==> src/rtl/arm_pkg.sv <==
// Shared types and constants for the ARM pipeline memory-stage blocks.
package arm_pkg;

  typedef enum logic [1:0] {
    IDLE,
    LO,
    HI,
    DONE
  } sram_state_t;

  localparam logic [31:0] DATA_MEM_BASE = 32'd1024;

endpackage

==> src/rtl/sram_ctrl.sv <==
// MEM-stage data memory responder: one 32-bit access as two 16-bit SRAM phases.
// Optional one-entry read buffer enabled with `define SRAM_CTRL_RDBUF_EN.
module sram_ctrl
  import arm_pkg::*;
#(
  parameter int unsigned WAIT_CYCLES = 2,
  parameter int unsigned ADDR_W      = 18
) (
  input  logic              clk,
  input  logic              rst,
  input  logic              mem_r_en,
  input  logic              mem_w_en,
  input  logic [31:0]       addr,
  input  logic [31:0]       wdata,
  output logic [31:0]       rdata,
  output logic              ready,
  output logic [ADDR_W-1:0] sram_addr,
  output logic [15:0]       sram_dq_o,
  input  logic [15:0]       sram_dq_i,
  output logic              sram_dq_oe,
  output logic              sram_we_n,
  output logic              sram_oe_n
);

  localparam int unsigned WW       = ADDR_W - 1;
  localparam logic [3:0]  CNT_INIT = 4'(WAIT_CYCLES - 1);

  sram_state_t    state_q;
  logic [3:0]     cnt_q;
  logic           wr_q;
  logic [WW-1:0]  word_q;
  logic [15:0]    wdata_hi_q;
  logic [31:0]    rdata_q;
  logic [WW-1:0]  word;
  logic           req;
  logic           hit;

  assign req  = mem_r_en | mem_w_en;
  // Word index wraps modulo the SRAM size; upper address bits are dropped.
  assign word = WW'((addr - DATA_MEM_BASE) >> 2);

`ifdef SRAM_CTRL_RDBUF_EN
  logic          buf_valid_q;
  logic [WW-1:0] buf_word_q;
  logic [31:0]   buf_data_q;

  assign hit   = (state_q == IDLE) && mem_r_en && !mem_w_en &&
                 buf_valid_q && (buf_word_q == word);
  assign rdata = hit ? buf_data_q : rdata_q;
`else
  assign hit   = 1'b0;
  assign rdata = rdata_q;
`endif

  assign ready = (state_q == DONE) || ((state_q == IDLE) && !req) || hit;

  always_ff @(posedge clk or negedge rst) begin
    if (!rst) begin
      state_q    <= IDLE;
      cnt_q      <= '0;
      wr_q       <= 1'b0;
      word_q     <= '0;
      wdata_hi_q <= '0;
      rdata_q    <= '0;
      sram_addr  <= '0;
      sram_dq_o  <= '0;
      sram_dq_oe <= 1'b0;
      sram_we_n  <= 1'b1;
      sram_oe_n  <= 1'b1;
`ifdef SRAM_CTRL_RDBUF_EN
      buf_valid_q <= 1'b0;
      buf_word_q  <= '0;
      buf_data_q  <= '0;
`endif
    end else begin
      case (state_q)
        IDLE: begin
          if (req && !hit) begin
            state_q   <= LO;
            cnt_q     <= CNT_INIT;
            wr_q      <= mem_w_en;
            word_q    <= word;
            sram_addr <= {word, 1'b0};
            if (mem_w_en) begin
              wdata_hi_q <= wdata[31:16];
              sram_dq_o  <= wdata[15:0];
              sram_dq_oe <= 1'b1;
              sram_we_n  <= 1'b0;
`ifdef SRAM_CTRL_RDBUF_EN
              buf_valid_q <= 1'b0;
`endif
            end else begin
              sram_oe_n <= 1'b0;
            end
          end
`ifdef SRAM_CTRL_RDBUF_EN
          // Keep the buffered value visible after the hit request drops.
          if (hit) rdata_q <= buf_data_q;
`endif
        end
        LO: begin
          if (cnt_q == '0) begin
            state_q   <= HI;
            cnt_q     <= CNT_INIT;
            sram_addr <= {word_q, 1'b1};
            if (wr_q) sram_dq_o <= wdata_hi_q;
            else      rdata_q[15:0] <= sram_dq_i;
          end else begin
            cnt_q <= cnt_q - 4'd1;
          end
        end
        HI: begin
          if (cnt_q == '0) begin
            state_q    <= DONE;
            sram_dq_oe <= 1'b0;
            sram_we_n  <= 1'b1;
            sram_oe_n  <= 1'b1;
            if (!wr_q) begin
              rdata_q[31:16] <= sram_dq_i;
`ifdef SRAM_CTRL_RDBUF_EN
              buf_valid_q <= 1'b1;
              buf_word_q  <= word_q;
              buf_data_q  <= {sram_dq_i, rdata_q[15:0]};
`endif
            end
          end else begin
            cnt_q <= cnt_q - 4'd1;
          end
        end
        DONE:    state_q <= IDLE;
        default: state_q <= IDLE;
      endcase
    end
  end

endmodule

==> config.mk <==
export PLATFORM = sky130hd
export DESIGN_NAME = sram_ctrl
export DESIGN_NICKNAME = d
export VERILOG_FILES = /design/src/rtl/arm_pkg.sv /design/src/rtl/sram_ctrl.sv
export SDC_FILE = /design/constraint.sdc
export NUM_CORES = 1
export LEC_CHECK = 0
export CORE_MARGIN = 1
export CORE_UTILIZATION = 25
export DETAILED_ROUTE_END_ITERATION = 8
export PLACE_DENSITY = 0.53
export SLEW_MARGIN = 30
export SYNTH_ARGS = -nofsm -noshare
export SYNTH_HDL_FRONTEND = slang
export SYNTH_SLANG_ARGS = --single-unit
==> constraint.sdc <==
create_clock -name clk -period 3.6 [get_ports clk]
set_input_delay 0.36 -clock clk [delete_from_list [all_inputs] [get_ports clk]]
set_output_delay 0.36 -clock clk [all_outputs]
set_load 0.02 [all_outputs]
-- Yosys cells after proc, flatten, opt, wreduce, memory -nomap -nowiden
Cells that the tools add are included.
- register bits after elaboration: 109
- bits of input ports: 84
- $add $sub $neg: 2
- equal/unequal tests: 10
- multiplexer cells: 27
- bitwise operators: 2
- reduce and logical (&&, ||, !) cells: 18
- operator list (operator ; number):
    16-bit 2-to-1 mux ; 4
    18-bit 2-to-1 mux ; 2
    18-bit one-hot mux with 2 select lines ; 1
    16-bit one-hot mux with 2 select lines ; 1
    19-bit by 11-bit subtractor with 19-bit output, second input constant ; 1
    3-bit AND reduction ; 6
    2-bit != test, second input constant ; 7
    4-bit 2-to-1 mux ; 3
    4-bit one-hot mux with 3 select lines ; 1
    1-bit 2-to-1 mux ; 8
    2-bit one-hot mux with 4 select lines ; 1
    4-bit AND reduction ; 2
    2-bit 2-to-1 mux ; 3
    1-bit one-hot mux with 2 select lines ; 3
    5-bit AND reduction ; 1
    2-bit == test, second input constant ; 2
    4-bit zero test ; 1
    2-bit nonzero test ; 2
    4-bit by 1-bit subtractor with 4-bit output, second input constant ; 1
    3-bit nonzero test ; 1
    2-bit by 1-bit == test with 1-bit output, second input constant ; 1
    2-bit zero test ; 1
    2-bit AND reduction ; 1
    1-bit logical AND ; 1
    4 further kinds ; 4

-- Longest topological paths before layout
Gate-level depths: netlist (run 1).
- depth after elaboration: 4
- gate-level depth with buffers: 8
- depth with buffers taken out: 6

-- Worst setup path before layout (run 1)
OpenSTA, ideal clock, no wires.
- kind: register to register
- from: register cnt_q[0]
- to: register rdata_q[21], in the netlist rdata[21]
- data arrival time: 1843 ps
- required time: 3475 ps
- slack: 1632 ps
- stages on the path, launching flop included: 8
- buffers on the path: 1
- clock period less this slack: 1968 ps
- cell sequence: dfrtp_1 -> inv_1 -> ha_1 -> nor3b_1 -> nand2_1 -> nor2_2 -> buf_4 -> mux2_2
- longest elaborated chain between the ends: 2
- ends and longest elaborated chain (what ; RTL line ; source):
    from (decl) ; sram_ctrl.sv:29 ; logic [3:0] cnt_q;
    from (signal assigned) ; sram_ctrl.sv:109 ; cnt_q <= cnt_q - 4'd1;
    from (signal assigned) ; sram_ctrl.sv:127 ; cnt_q <= cnt_q - 4'd1;
    4-bit zero test ; sram_ctrl.sv:113 ; if (cnt_q == '0) begin
    3-bit AND reduction (no line) ; - ;
    to (signal assigned) ; sram_ctrl.sv:119 ; rdata_q[31:16] <= sram_dq_i;
    to (decl) ; sram_ctrl.sv:33 ; logic [31:0] rdata_q;
Every way passes these cells.
A chain may end at the register's enable or synchronous reset.

-- Worst setup path in the final report (run 1)
- from: register state_q[1]
- to: output port ready
- longest elaborated chain between the ends: 3
- elaborated cells between the ends (all ways): 4
- classes of those cells: eq/ne: 1; reduce/logical: 3
- ends and longest elaborated chain (what ; RTL line ; source):
    from (decl) ; sram_ctrl.sv:28 ; sram_state_t state_q;
    from (signal assigned) ; sram_ctrl.sv:59 ; state_q <= IDLE;
    from (signal assigned) ; sram_ctrl.sv:79 ; state_q <= LO;
    from (signal assigned) ; sram_ctrl.sv:103 ; state_q <= HI;
    2-bit zero test ; sram_ctrl.sv:55 ; assign ready = (state_q == DONE) || ((state_q == IDLE) && !req) || hit;
    1-bit logical AND ; sram_ctrl.sv:55 ;
    1-bit logical OR (*) ; sram_ctrl.sv:55 ;
    to (decl) ; sram_ctrl.sv:16 ; output logic ready,
Mark *: on every way between the ends. The rest lies on a longest branch, timed or not.

==> results of run 1 <==
==> cells by family (layout without fill, tap and decap cells) <==
| family | Yosys count | in the layout | synth area share (%) |
|---|---|---|---|
| buffers and inverters | 27 | 169 | 2.78 |
| multiplexers | 73 | 73 | 16.9 |
| AO/OA/AOI/OAI | 71 | 71 | 9.50 |
| flip-flops | 109 | 109 | 57.7 |
| AND/OR/NAND/NOR | 95 | 95 | 9.66 |
| adder cells (fa/ha/maj) | 8 | 8 | 2.12 |
| XOR/XNOR | 7 | 7 | 1.30 |
==> cells in the final DEF, fill, tap and decap left out, drive strengths merged, types with 5 or more instances in the layout <==
cell type      instances
a21oi                 23
buf                    9
clkbuf                11
clkdlybuf4s50        137
dfrtp                107
ha                     8
inv                    9
mux2                  56
mux2i                 17
nand2                 20
nor2                  49
o21ai                 18
o22ai                  8
xnor2                  5
==> final cells by class <==
cell class | count | area [sq um]
multi-input combinational | 254 | 1890
inverter | 8 | 30.0
clock buffer | 11 | 243
fill | 1823 | 11600
sequential | 109 | 2730
clock inverter | 4 | 32.5
timing repair buffer | 146 | 1440
tap | 229 | 287
==> sequential cells by signal, summed over array words and instances, names as in the netlist <==
| register | cells |
|---|---|
| sram_oe_n | 1 |
| sram_addr | 18 |
| state_q | 2 |
| word_q | 17 |
| sram_we_n | 1 |
| wr_q | 1 |
| sram_dq_oe | 1 |
| sram_dq_o | 16 |
| wdata_hi_q | 16 |
| rdata | 32 |
| cnt_q | 4 |
==> through the flow <==
stage          worst slack, ns  cell area (sq um)
6_report                 0.706               6650
5_1_grt                  0.540               6650
4_1_cts                  0.705               6650
3_5_place_dp              1.03               6370
3_3_place_gp              1.05               6370
2_1_floorplan             1.63               4730
==> per-layer routing <==
metal	track usage, %	part of all wire [%]
met1	15.9	45
met2	21.9	49
met3	3.37	4.9
met4	3.64	1.2
met5	0	0
==> how the worst max path moves through the flow <==
stage	startpoint	end	slack, ns	cells after the start
after detailed placement	mem_w_en	ready	1.03	4
after floorplan	cnt_q[0]	rdata[21]	1.63	7
after global routing	state_q[1]	ready	0.54	5
after global placement	mem_w_en	ready	1.05	4
after CTS	state_q[1]	ready	0.70	5
final	state_q[1]	ready	0.71	5
==> power groups by stage <==
| stage | registers, mW | clock network [mW] | logic (mW) |
|---|---|---|---|
| finish | 2.14 | 0.950 | 2.98 |
| global placement | 2.13 | 0 | 2.98 |
| global route | 2.22 | 1.04 | 3.25 |
| CTS | 2.14 | 0.993 | 3.03 |
| detailed placement | 2.16 | 0 | 3.02 |
| floorplan | 2.54 | 0 | 1.39 |
==> worst max-delay path, cell delays in order (launching register included) <==
cell and delay, ns:
sky130_fd_sc_hd__dfrtp_1 0.41, sky130_fd_sc_hd__inv_1 0.13, sky130_fd_sc_hd__ha_1 0.37, sky130_fd_sc_hd__or3b_1 0.45, sky130_fd_sc_hd__nand2b_1 0.14, sky130_fd_sc_hd__clkdlybuf4s50_1 0.68
==> impl_metrics.csv, run 1 <==
group,metric,value,unit
outcome,outcome,"finished, final reports clean",
timing,setup_viol,0,
floorplan,floorplan.initialDensity,25.9,%
pwr,p_comb_share,49.1,%
layout,antennaDiodeCount,0,
pwr,power.share.switching,38.3,%
route,drt_pass1_iterations,4,
floorplan,floorplan.rows,49,
synthesis,syn_inst,390,
synthesis,synthesis.area_per_instance,12.1,sq um
route,vias,3502,
synthesis,synthMostInstantiatedCell,"sky130_fd_sc_hd__dfrtp_1",
cts,cts_tree,"done",
synthesis,synth_enable_flop_cells,0,
synthesis,ys_top_cells_by_count,"107 x sky130_fd_sc_hd__dfrtp_1, 56 x sky130_fd_sc_hd__mux2_2, 46 x sky130_fd_sc_hd__nor2_1",
worst_hold_path,hold_path.class,"primary input to async pin",
critical_path,r2r_setup_slack,1.24,ns
global_routing,grt_pass1_wl,19500,um
cts,clock_sink_count,109,
synthesis,synth.net_count,482,
pwr,seq_power_share,35.2,%
timing,timing.max_slew.rel_slack,42.6,%
cts,clock_latency,0.35,ns
route,totalWireLength,11800,um
layout,syn_to_final_growth,40.6,%
cts,ctsHoldBuffers,0,
layout,layout.core_utilization,36.4,%
cts,number_of_buffers_created_by_cts,9,
global_routing,maximum_number_of_pins_on_one_net_before_global_route_repair,80,
route,violation_count_after_the_first_detailed_routing_iteration,129,
floorplan,die_width,140,um
synthesis,top_cells_by_area_in_the_synthesized_netlist,"sky130_fd_sc_hd__dfrtp_1 57%, sky130_fd_sc_hd__mux2_2 13%, sky130_fd_sc_hd__nor2_1 3.7%",
cts,clk_pin_slew_worst_paths,0.07,ns
timing,final-max-slew-violation-count,0,
synthesis,yosysUniqueCellTypes,49,
pwr,power_density,913,mW/mm^2
global_routing,grt_overflow_total,0,
place,numPlacedInstances,746,
layout,post_layout_cell_count,761,
critical_path,r2r-start,"state_q[1]",
route,final_antenna_net_count,0,
critical_path,critical_path.max_fanout,11,
timing,holdWs,0.0443,ns
floorplan,boundaryPins,154,
synthesis,synthDominantAreaCellType,"sky130_fd_sc_hd__dfrtp_1",
synthesis,synthesis_stage_register_bit_count,109,
critical_path,signal_arrival_time_at_the_worst_endpoint,2.53,ns
timing,finalClockSkew,0.00990,ns
critical_path,worst_ep_required_time,3.24,ns
cts,clockBufferDepth,2,
floorplan,die_area,0.0195,sq mm
layout,post_layout_nets,620,
global_routing,track_usage,12.8,%
timing,timing_hold_violations_final,0,
pwr,power.internal,3.75,mW
critical_path,crit-reg2reg-capture,"rdata[14]",
floorplan,floorplan_die_height,140,um
synthesis,mappedNetlistArea,0.00473,sq mm
place,place.detailed.hpwl,8220,um
pwr,p_leak,2.71,nW
pwr,power_switching,2.33,mW
layout,drive_gt1_share,17.7,%
route,routed_wirelength_normalized_by_instance_count,15.5,um
place,place.gp.congestion,0.720,
critical_path,cp-start-kind,"flop",
synthesis,synth_seq_area_share,57.7,%
cts,postCtsSetupBuffers,0,
timing,max_clock_freq,346,MHz
cts,cts_htree_levels,3,
place,port_buffers,138,
synthesis,ys_dominant_reg_cell,"sky130_fd_sc_hd__dfrtp_1",
synthesis,synth_async_sr_flop_share,100,%
cts,postCtsResizedCells,0,
floorplan,core-area,0.0183,sq mm
critical_path,rr_worst_depth,6,
pwr,design_power_total,6.07,mW
route,remaining_drc_errors,0,
timing,tightestPinTransition,0.859,ns
critical_path,setup.worst_path.class,"flop to primary output",
synthesis,synthDominantCellAreaShare,56.6,%
global_routing,grt_pass1_vias,3689,
timing,layout_min_cycle_time,2.89,ns
run,max_cap_check_violation_count,0,
route,via_per_inst,4.60,
global_routing,grt_antenna_before_repair,0,
critical_path,end_kind,"primary output",
cts,ctsRootBufferMaster,"sky130_fd_sc_hd__clkbuf_16",
timing,setup_repair_after_global_routing_missed_its_margin,"no",
timing,fin_crit_sh,80.4,%
pwr,pwr-share-clk,15.6,%
timing,final.setup.tns,0,ns
synthesis,yosysWarningCount,0,
pwr,ir_drop,0.364,mV
No activity file was read; power rests on OpenSTA's default activity.
==> run 2: changes to the inputs <==
PLACE_DENSITY = 0.54   (was 0.53)
clock period = 2.5 ns   (was 3.6 ns; I/O delays follow)
==> impl_metrics.csv, run 2 (synthesized netlist as in run 1, its figures left out) <==
group,metric,value,unit
outcome,outcome,"finished with violations",
outcome,failed_checks,"negative hold slack",
critical_path,crit-reg2reg-capture,"sram_addr[5]",
floorplan,floorplan_die_height,140,um
cts,clockBufferDepth,2,
critical_path,setup.worst_path.class,"flop to flop",
global_routing,met3_usage,3.75,%
place,pre_cts_slack,0.140,ns
global_routing,grt_pass1_vias,3644,
global_routing,met2_usage,21.0,%
route,remaining_drc_errors,0,
floorplan,floorplan.rows,49,
critical_path,rr_worst_depth,7,
cts,clock_latency,0.35,ns
cts,clk_pin_slew_worst_paths,0.07,ns
timing,max_clock_freq,454,MHz
route,totalWireLength,11700,um
timing,finalClockSkew,0.00798,ns
critical_path,r2r_setup_slack,0.30,ns
timing,setup_repair_after_global_routing_missed_its_margin,"no",
layout,post_layout_nets,628,
timing,worst_slack,0.298,ns
layout,number_of_flip_flops_under_the_largest_register_name,32,
worst_hold_path,hold_path.class,"primary input to async pin",
global_routing,grt_antenna_before_repair,0,
route,drt_pass1_iterations,4,
timing,holdWs,-0.0250,ns
timing,fin_crit_sh,88.1,%
global_routing,track_usage,12.5,%
route,vias,3486,
timing,timing.max_slew.rel_slack,59.7,%
timing,layout_min_cycle_time,2.20,ns
critical_path,signal_arrival_time_at_the_worst_endpoint,2.48,ns
route,via_per_inst,4.53,
pwr,power_density,1310,mW/mm^2
timing,timing_hold_violations_final,26,
layout,drive_gt1_share,19.0,%
critical_path,r2r-start,"cnt_q[0]",
critical_path,end_kind,"flop",
global_routing,met1_demand_to_capacity_share_in_global_routing,15.5,%
place,numPlacedInstances,754,
timing,tightestPinTransition,0.605,ns
floorplan,die_width,140,um
floorplan,core-area,0.0183,sq mm
pwr,pwr-share-clk,15.8,%
place,port_buffers,138,
critical_path,critical_path.max_fanout,10,
global_routing,grt_pass1_wl,19100,um
cts,number_of_buffers_created_by_cts,9,
pwr,seq_power_share,34.6,%
floorplan,floorplan.initialDensity,25.9,%
cts,cts_tree,"done",
route,final_antenna_net_count,0,
route,routed_wirelength_normalized_by_instance_count,15.2,um
layout,antennaDiodeCount,0,
run,max_cap_check_violation_count,0,
cts,postCtsSetupBuffers,0,
cts,cts_htree_levels,3,
pwr,p_comb_share,49.6,%
pwr,power.share.switching,38.0,%
timing,final-max-slew-violation-count,0,
cts,ctsRootBufferMaster,"sky130_fd_sc_hd__clkbuf_16",
layout,layout.cells.most_common,"sky130_fd_sc_hd__clkdlybuf4s50_1",
layout,layout.filler_cells,1804,
cts,clock_sink_count,109,
cts,ctsHoldBuffers,0,
global_routing,grt_overflow_total,0,
pwr,ir_drop,0.396,mV
layout,finalInstanceArea,0.00674,sq mm
layout,layout.cells.most_common_list,"136 x sky130_fd_sc_hd__clkdlybuf4s50_1, 107 x sky130_fd_sc_hd__dfrtp_1, 56 x sky130_fd_sc_hd__mux2_2",
place,dpl_cell_area,0.00644,sq mm
timing,setup_viol,0,
pwr,power.internal,5.49,mW
timing,final.setup.tns,0,ns
critical_path,worst_ep_required_time,2.78,ns
floorplan,boundaryPins,154,
global_routing,busiest_layer,"met2",
route,violation_count_after_the_first_detailed_routing_iteration,139,
place,place.gp.congestion,0.767,
layout,post_layout_cell_count,770,
pwr,power_switching,3.36,mW
critical_path,cp-start-kind,"flop",
place,place.detailed.hpwl,8240,um
layout,syn_to_final_growth,42.5,%
pwr,p_leak,2.77,nW
floorplan,die_area,0.0195,sq mm
global_routing,maximum_number_of_pins_on_one_net_before_global_route_repair,110,
run 2: power groups by stage:
stage | Clock [mW] | Combinational (mW) | Sequential [mW]
4_1_cts | 1.47 | 4.44 | 3.08
3_3_place_gp | 0 | 4.33 | 3.08
6_report | 1.40 | 4.39 | 3.07
2_1_floorplan | 0 | 2.00 | 3.66
3_5_place_dp | 0 | 4.43 | 3.11
5_1_grt | 1.53 | 4.78 | 3.19
run 2: worst max-delay path by stage:
stage / startpoint / to / slack, ns / depth (start not counted)
floorplan: cnt_q[0] / rdata[21] / 0.53 / 7
global placement: cnt_q[0] / sram_addr[6] / 0.23 / 7
detailed placement: cnt_q[0] / sram_addr[5] / 0.14 / 7
CTS: cnt_q[0] / sram_addr[5] / 0.12 / 7
global route: cnt_q[0] / sram_addr[7] / 0.12 / 7
finish: cnt_q[0] / sram_addr[5] / 0.30 / 7
run 2: repair_timing:
action / in CTS / in global routing
pin swaps: 0 / 0
resized for setup: 1 / 1
setup endpoints to repair: 1 / 3
run 2: layout make-up:
class	count	area, sq um	share of cell area, %
well taps	229	287	4.25
clock buffers	11	253	3.75
flip-flops and latches	109	2730	40.5
clock inverters	5	41.3	0.612
multi-input cells	254	1890	28.0
repair buffers	154	1510	22.4
inverters	8	30.0	0.445
run 2: layer usage:
metal / vias up / wire (um)
met5: - / 0
met4: 0 / 138
met3: 10 / 688
met2: 93 / 5590
met1: 1709 / 5320
li1: 1674 / -
run 2: critical path: stages (launching register included):
cell,delay (ns)
sky130_fd_sc_hd__dfrtp_1,0.40
sky130_fd_sc_hd__inv_1,0.12
sky130_fd_sc_hd__ha_1,0.21
sky130_fd_sc_hd__or3b_1,0.56
sky130_fd_sc_hd__a211oi_4,0.50
sky130_fd_sc_hd__buf_4,0.21
sky130_fd_sc_hd__nor2_1,0.04
sky130_fd_sc_hd__nor2_1,0.10
run 2: metrics by stage:
stage               hold slack [ns]  util [%]  power, mW
CTS                        0.000989      36.9       8.99
global placement              0.376      35.3       7.41
floorplan                   -0.0456         -       5.66
detailed placement            0.387      35.3       7.54
global route                 0.0254      36.9       9.50
finish                      -0.0250      36.9       8.85
==> run 3: changes to the inputs <==
CAP_MARGIN = 20   (was unset)
==> results of run 3 <==
Final layout, timing and power as in run 2 (identical DEF).
